## config.mk

```make
export PLATFORM = sky130hd
export DESIGN_NAME = controlador_bomba
export DESIGN_NICKNAME = d
export VERILOG_FILES = /design/src/rtl/controlador_bomba.sv
export SDC_FILE = /design/constraint.sdc
export NUM_CORES = 1
export LEC_CHECK = 0
export BUFFER_PORTS_ARGS = -buffer_cell sky130_fd_sc_hd__buf_2
export CAP_MARGIN = 40
export CORE_AREA = 5 5 92 94
export CTS_CLUSTER_SIZE = 8
export DETAILED_ROUTE_END_ITERATION = 10
export DIE_AREA = 0 0 97 99
export PLACE_DENSITY = 0.71
export SYNTH_ARGS = -nofsm -noshare
export SYNTH_HDL_FRONTEND = slang
export SYNTH_SLANG_ARGS = --single-unit
```

## constraint.sdc

```tcl
create_clock -name clk -period 5.35 [get_ports clk]
set_clock_uncertainty 0.15 [all_clocks]
set_input_delay 0.8025 -clock clk [delete_from_list [all_inputs] [get_ports clk]]
set_output_delay 0.8025 -clock clk [all_outputs]
set_load 0.01 [all_outputs]
```

## src/rtl/controlador_bomba.sv

```systemverilog
// Irrigation pump sequencer: timed run in ms, mandatory cooldown, level-alarm fault latch.
// Commands are accepted only in IDLE; any other request is refused with a one-cycle pulse.
module controlador_bomba #(
    parameter int CYCLES_PER_MS = 50000,
    parameter int COOLDOWN_MS   = 2000,
    parameter int MAX_MS        = 60000
) (
    input  logic        clk,
    input  logic        rst_n,
    input  logic [15:0] cmd_tempo_ms,
    input  logic        cmd_valid,
    input  logic        alerta_nivel_baixo,
    input  logic        abort,
    input  logic        fault_clear,
    output logic        bomba_on,
    output logic        ocupado,
    output logic [15:0] tempo_restante_ms,
    output logic        ciclo_concluido,
    output logic        cmd_rejeitado,
    output logic        falha_nivel,
    output logic [15:0] total_ciclos
);

    localparam int PW = (CYCLES_PER_MS > 1) ? $clog2(CYCLES_PER_MS) : 1;
    localparam int CW = (COOLDOWN_MS > 1) ? $clog2(COOLDOWN_MS) : 1;
    localparam logic [PW-1:0] PRE_LAST = PW'(CYCLES_PER_MS - 1);
    localparam logic [CW-1:0] CD_LAST  = CW'((COOLDOWN_MS > 0) ? COOLDOWN_MS - 1 : 0);
    localparam logic [15:0]   MAX_LOAD = (MAX_MS > 65535) ? 16'hFFFF : 16'(MAX_MS);

    typedef enum logic [1:0] {
        IDLE     = 2'd0,
        RUN      = 2'd1,
        COOLDOWN = 2'd2,
        FAULT    = 2'd3
    } state_t;

    state_t          state, state_nxt;
    logic [PW-1:0]   pre, pre_nxt;
    logic [CW-1:0]   cd_cnt, cd_nxt;
    logic [15:0]     tempo_nxt, total_nxt;
    logic            conc_nxt, rej_nxt;
    logic            tick;

    assign tick        = (pre == PRE_LAST);
    assign ocupado     = (state != IDLE);
    assign falha_nivel = (state == FAULT);

    // Prescaler defaults to zero, so every state change restarts the ms grid.
    always_comb begin
        state_nxt = state;
        pre_nxt   = '0;
        cd_nxt    = cd_cnt;
        tempo_nxt = tempo_restante_ms;
        total_nxt = total_ciclos;
        conc_nxt  = 1'b0;
        rej_nxt   = 1'b0;
        case (state)
            IDLE: begin
                if (cmd_valid) begin
                    if (alerta_nivel_baixo) begin
                        rej_nxt   = 1'b1;
                        state_nxt = FAULT;
                    end else if (cmd_tempo_ms == 16'd0) begin
                        rej_nxt = 1'b1;
                    end else begin
                        tempo_nxt = (cmd_tempo_ms > MAX_LOAD) ? MAX_LOAD : cmd_tempo_ms;
                        state_nxt = RUN;
                    end
                end else if (alerta_nivel_baixo) begin
                    state_nxt = FAULT;
                end
            end
            RUN: begin
                rej_nxt = cmd_valid;
                if (alerta_nivel_baixo) begin
                    state_nxt = FAULT;
                    tempo_nxt = 16'd0;
                end else if (abort) begin
                    state_nxt = COOLDOWN;
                    tempo_nxt = 16'd0;
                    cd_nxt    = '0;
                end else if (tick) begin
                    // <= 1 rather than == 1 keeps the counter from ever wrapping below zero
                    if (tempo_restante_ms <= 16'd1) begin
                        state_nxt = COOLDOWN;
                        tempo_nxt = 16'd0;
                        cd_nxt    = '0;
                        conc_nxt  = 1'b1;
                        total_nxt = (total_ciclos == 16'hFFFF) ? total_ciclos : total_ciclos + 16'd1;
                    end else begin
                        tempo_nxt = tempo_restante_ms - 16'd1;
                    end
                end else begin
                    pre_nxt = pre + 1'b1;
                end
            end
            COOLDOWN: begin
                rej_nxt = cmd_valid;
                if (alerta_nivel_baixo) begin
                    state_nxt = FAULT;
                end else if (tick) begin
                    if (cd_cnt >= CD_LAST) begin
                        state_nxt = IDLE;
                    end else begin
                        cd_nxt = cd_cnt + 1'b1;
                    end
                end else begin
                    pre_nxt = pre + 1'b1;
                end
            end
            FAULT: begin
                rej_nxt   = cmd_valid;
                tempo_nxt = 16'd0;
                if (fault_clear && !alerta_nivel_baixo) begin
                    state_nxt = IDLE;
                end
            end
            default: begin
                state_nxt = IDLE;
                tempo_nxt = 16'd0;
            end
        endcase
    end

    always_ff @(posedge clk or negedge rst_n) begin
        if (!rst_n) begin
            state             <= IDLE;
            pre               <= '0;
            cd_cnt            <= '0;
            tempo_restante_ms <= 16'd0;
            total_ciclos      <= 16'd0;
            ciclo_concluido   <= 1'b0;
            cmd_rejeitado     <= 1'b0;
            bomba_on          <= 1'b0;
        end else begin
            state             <= state_nxt;
            pre               <= pre_nxt;
            cd_cnt            <= cd_nxt;
            tempo_restante_ms <= tempo_nxt;
            total_ciclos      <= total_nxt;
            ciclo_concluido   <= conc_nxt;
            cmd_rejeitado     <= rej_nxt;
            bomba_on          <= (state_nxt == RUN);
        end
    end

endmodule

```

==> impl_metrics.tcl <==
set metrics [dict create \
    cp-startpoint "tempo_restante_ms[9]" \
    vias 3180 \
    cts_resized 0 \
    yosysTopAreaCell "dfrtp_1" \
    slew_viol_final 0 \
    grt_pass1_vias 3202 \
    fmax_mhz 316.8 \
    dr.pass1.iters 5 \
    worstPathArrival_ps 3230 \
    rows 32 \
    p_leak_nw 1.937 \
    place_congestion 0.9071 \
    antenna_found_initial 0 \
    cts_hold_buf 0 \
    synthesis.nets 423 \
    p_comb_frac 0.406 \
    hold_viol_final 0 \
    place_area_um2 4076 \
    yosysSeqAreaShare 0.4366 \
    core_um2 7567 \
    die_w_um 97 \
    synth_edf_count 0 \
    synth_async_sr_flop_share 1.000 \
    drive_gt1_frac 0.2026 \
    switching_share 0.4111 \
    fin_nets 486 \
    p_int_mw 1.037 \
    synthCells 391 \
    ys_seq_elements 64 \
    drc 0 \
    p_per_area_nw_per_um2 413.1 \
    grt_util_all_layers 0.1881 \
    hold_class "flip-flop to flip-flop" \
    period_share 0.5901 \
    power_switching_mw 0.7242 \
    critPathKind "flip-flop to flip-flop" \
    clockRootBuffer "clkbuf_8" \
    hpwlAfterDp_um 6346 \
    yosys.cell_types.count 59 \
    grt_start_max_net_pins 65 \
    post_cts_buffers 0 \
    io_buffers 58 \
    avgSynthCellArea_um2 9.382 \
    clk_path_buf_depth 2 \
    hp-start "pre[0]" \
    worst_pin_slew_ps 801.0 \
    clock_sinks 64 \
    maxSlewHeadroom 0.4660 \
    cts_max_level 3 \
    synth_area_leaders "dfrtp_1, xnor2_1, nor2_1, ha_1, o21ai_0" \
    worst-endpoint-required_ps 5420 \
    cp-end-kind "flip-flop" \
    cts_tree "yes" \
    grt_pass1_wl_um 14970 \
    routedWlPerCell_um 15.48 \
    setup_viol 0 \
    period_needed_ps 3157 \
    area_growth_syn_to_layout_pct 16.23 \
    die_y_um 99 \
    ir_drop_uv 162.5 \
    cts_buffers 9 \
    tns_ps 0 \
    start_kind "flip-flop" \
    clock_latency_ps 350 \
    synth_flop_cell "dfrtp_1" \
    seqPwrFrac 0.364 \
    ant_nets 0 \
    stdcell_area_um2 4264 \
    crit_path_top_delay_cell "or4_1" \
    num_io_pins 59 \
    n_antenna_cell 0 \
    netlist_area_um2 3669 \
    yosysWarnings 0 \
    crit_fanout 7 \
    drt-initial-drc-count 165 \
    timing.rr.start "tempo_restante_ms[9]" \
    vias_per_cell 5.668 \
    clkTransAtPathRegs_ps 70 \
    power.share.clock 0.230 \
    path_cells "or4_1, nor4_4, a31oi_1, buf_4, or3_1, mux2_1" \
    dieArea_um2 9603 \
    status "completed" \
    maxCapViolCount 0 \
    start_util 0.4848 \
    routed_wl_um 8685 \
    cpPeakStageDelay_ps 710 \
    synth_top_cell_area_share 0.4366 \
    gr-total-overflow 0 \
    rsz0062_at_grt "no" \
]
-- synth_stat cells, types with 2 or more instances --
cell and number:
nand3_1 20, ha_1 10, or3_1 7, buf_6 2, a2bb2oi_1 5, a32oi_1 3
o21ai_0 23, and4_1 8, a211oi_1 3, nor4b_2 2, or4bb_1 2, inv_1 11
nor3_1 11, a221oi_1 2, a21oi_1 17, o221ai_1 2, buf_2 2, and3_1 9
clkbuf_1 8, nor2_1 50, dfrtp_1 64, a31oi_1 4, nand2b_1 2, nand4_1 6
a22oi_1 3, or4_1 4, xnor2_1 25, and2_1 3, o21ai_1 7, nor2b_1 6
xor2_1 11, nor4_1 9, nor4_2 3, nand2_1 22
-- cell usage in the layout, fill, tap and decap left out, types with 3 or more instances in the layout --
cell type / Yosys / routed
and2_1: 3 / 3
o21ai_0: 23 / 23
nor2_1: 50 / 50
and4_1: 8 / 8
nand3_1: 20 / 20
nand4_1: 6 / 6
nand2_1: 22 / 22
and3_1: 9 / 9
a211oi_1: 3 / 3
nor4_1: 9 / 9
o21ai_1: 7 / 7
dfrtp_1: 64 / 64
a2bb2oi_1: 5 / 5
a22oi_1: 3 / 3
nor2b_1: 6 / 6
buf_2: 2 / 59
ha_1: 10 / 10
a31oi_1: 4 / 3
xnor2_1: 25 / 25
or3_1: 7 / 7
buf_4: 1 / 5
clkinv_2: 0 / 3
nor3_1: 11 / 11
clkbuf_8: 0 / 9
inv_1: 11 / 11
or4_1: 4 / 4
a21oi_1: 17 / 17
nor4_2: 3 / 3
xor2_1: 11 / 11
a32oi_1: 3 / 3
-- routing by layer --
layer / vias to the layer above / wire length (µm) / global-route usage
met5: - / 0 / 0
met4: 0 / 116 / 0.06587
met3: 8 / 612 / 0.05308
met2: 96 / 4122 / 0.3079
met1: 1521 / 3833 / 0.2397
li1: 1555 / - / -
-- logic make-up after synthesis --
logic type,share of synthesized area
and+or+nand+nor,0.2575
DFF,0.4366
xor gates and xnor gates,0.08595
AOI/OAI and AO/OA,0.1494
buffers and inverters,0.03036
adders and majority gates,0.03411
muxes,0.006139
-- registers in the layout, summed over array words and instances, names as in the netlist --
| signal | count |
|---|---|
| bomba_on | 1 |
| cd_cnt | 11 |
| ciclo_concluido | 1 |
| cmd_rejeitado | 1 |
| pre | 16 |
| state | 2 |
| tempo_restante_ms | 16 |
| total_ciclos | 16 |
-- per-stage QoR --
step	utilization	power (mW)	setup WS [ps]	cells	hold WS [ps]
after detailed placement	0.5387	1.361	2223	545	310.4
after global placement	0.5346	1.319	1803	541	300.1
after CTS	0.5635	1.769	2204	561	319.4
final	0.5635	1.762	2193	561	316.5
after global routing	0.5635	1.880	2004	561	339.9
after floorplan	-	1.134	2641	391	283.1
-- worst max-delay path, delay by kind of cell (launching register included) --
| family | cells | cell delay, ps |
|---|---|---|
| flip-flops | 1 | 450 |
| AO/OA/AOI/OAI | 1 | 300 |
| multiplexers | 1 | 320 |
| AND/OR/NAND/NOR | 3 | 1550 |
| buffers and inverters | 1 | 270 |
-- cell type report --
cell class | count | area [µm²]
clock buffers | 10 | 127.6
flip-flops and latches | 64 | 1602
fillers | 701 | 3303
multi-input cells | 303 | 1962
inverters | 11 | 41.29
clock inverters | 6 | 60.06
well taps | 102 | 127.6
repair buffers | 65 | 344.1
-- final timing paths --
kind                                         to  depth (start not counted)  slack [ps]
setup / recovery                      cd_cnt[0]                          6        2190
setup reg to reg                      cd_cnt[0]                          6        2190
hold reg to reg                          pre[0]                          1         320
max in group asynchronous             cd_cnt[7]                          2        4040
hold / removal                           pre[0]                          1         320
min in group asynchronous  tempo_restante_ms[1]                          2         460
-- power by group through the flow --
stage / combinational, mW / sequential (mW) / clock [mW]
finish: 0.715 / 0.642 / 0.405
floorplan: 0.477 / 0.657 / 0
global route: 0.793 / 0.654 / 0.432
detailed placement: 0.711 / 0.650 / 0
global placement: 0.671 / 0.648 / 0
CTS: 0.714 / 0.641 / 0.413
Note: power is estimated with default switching activity, not from simulation.
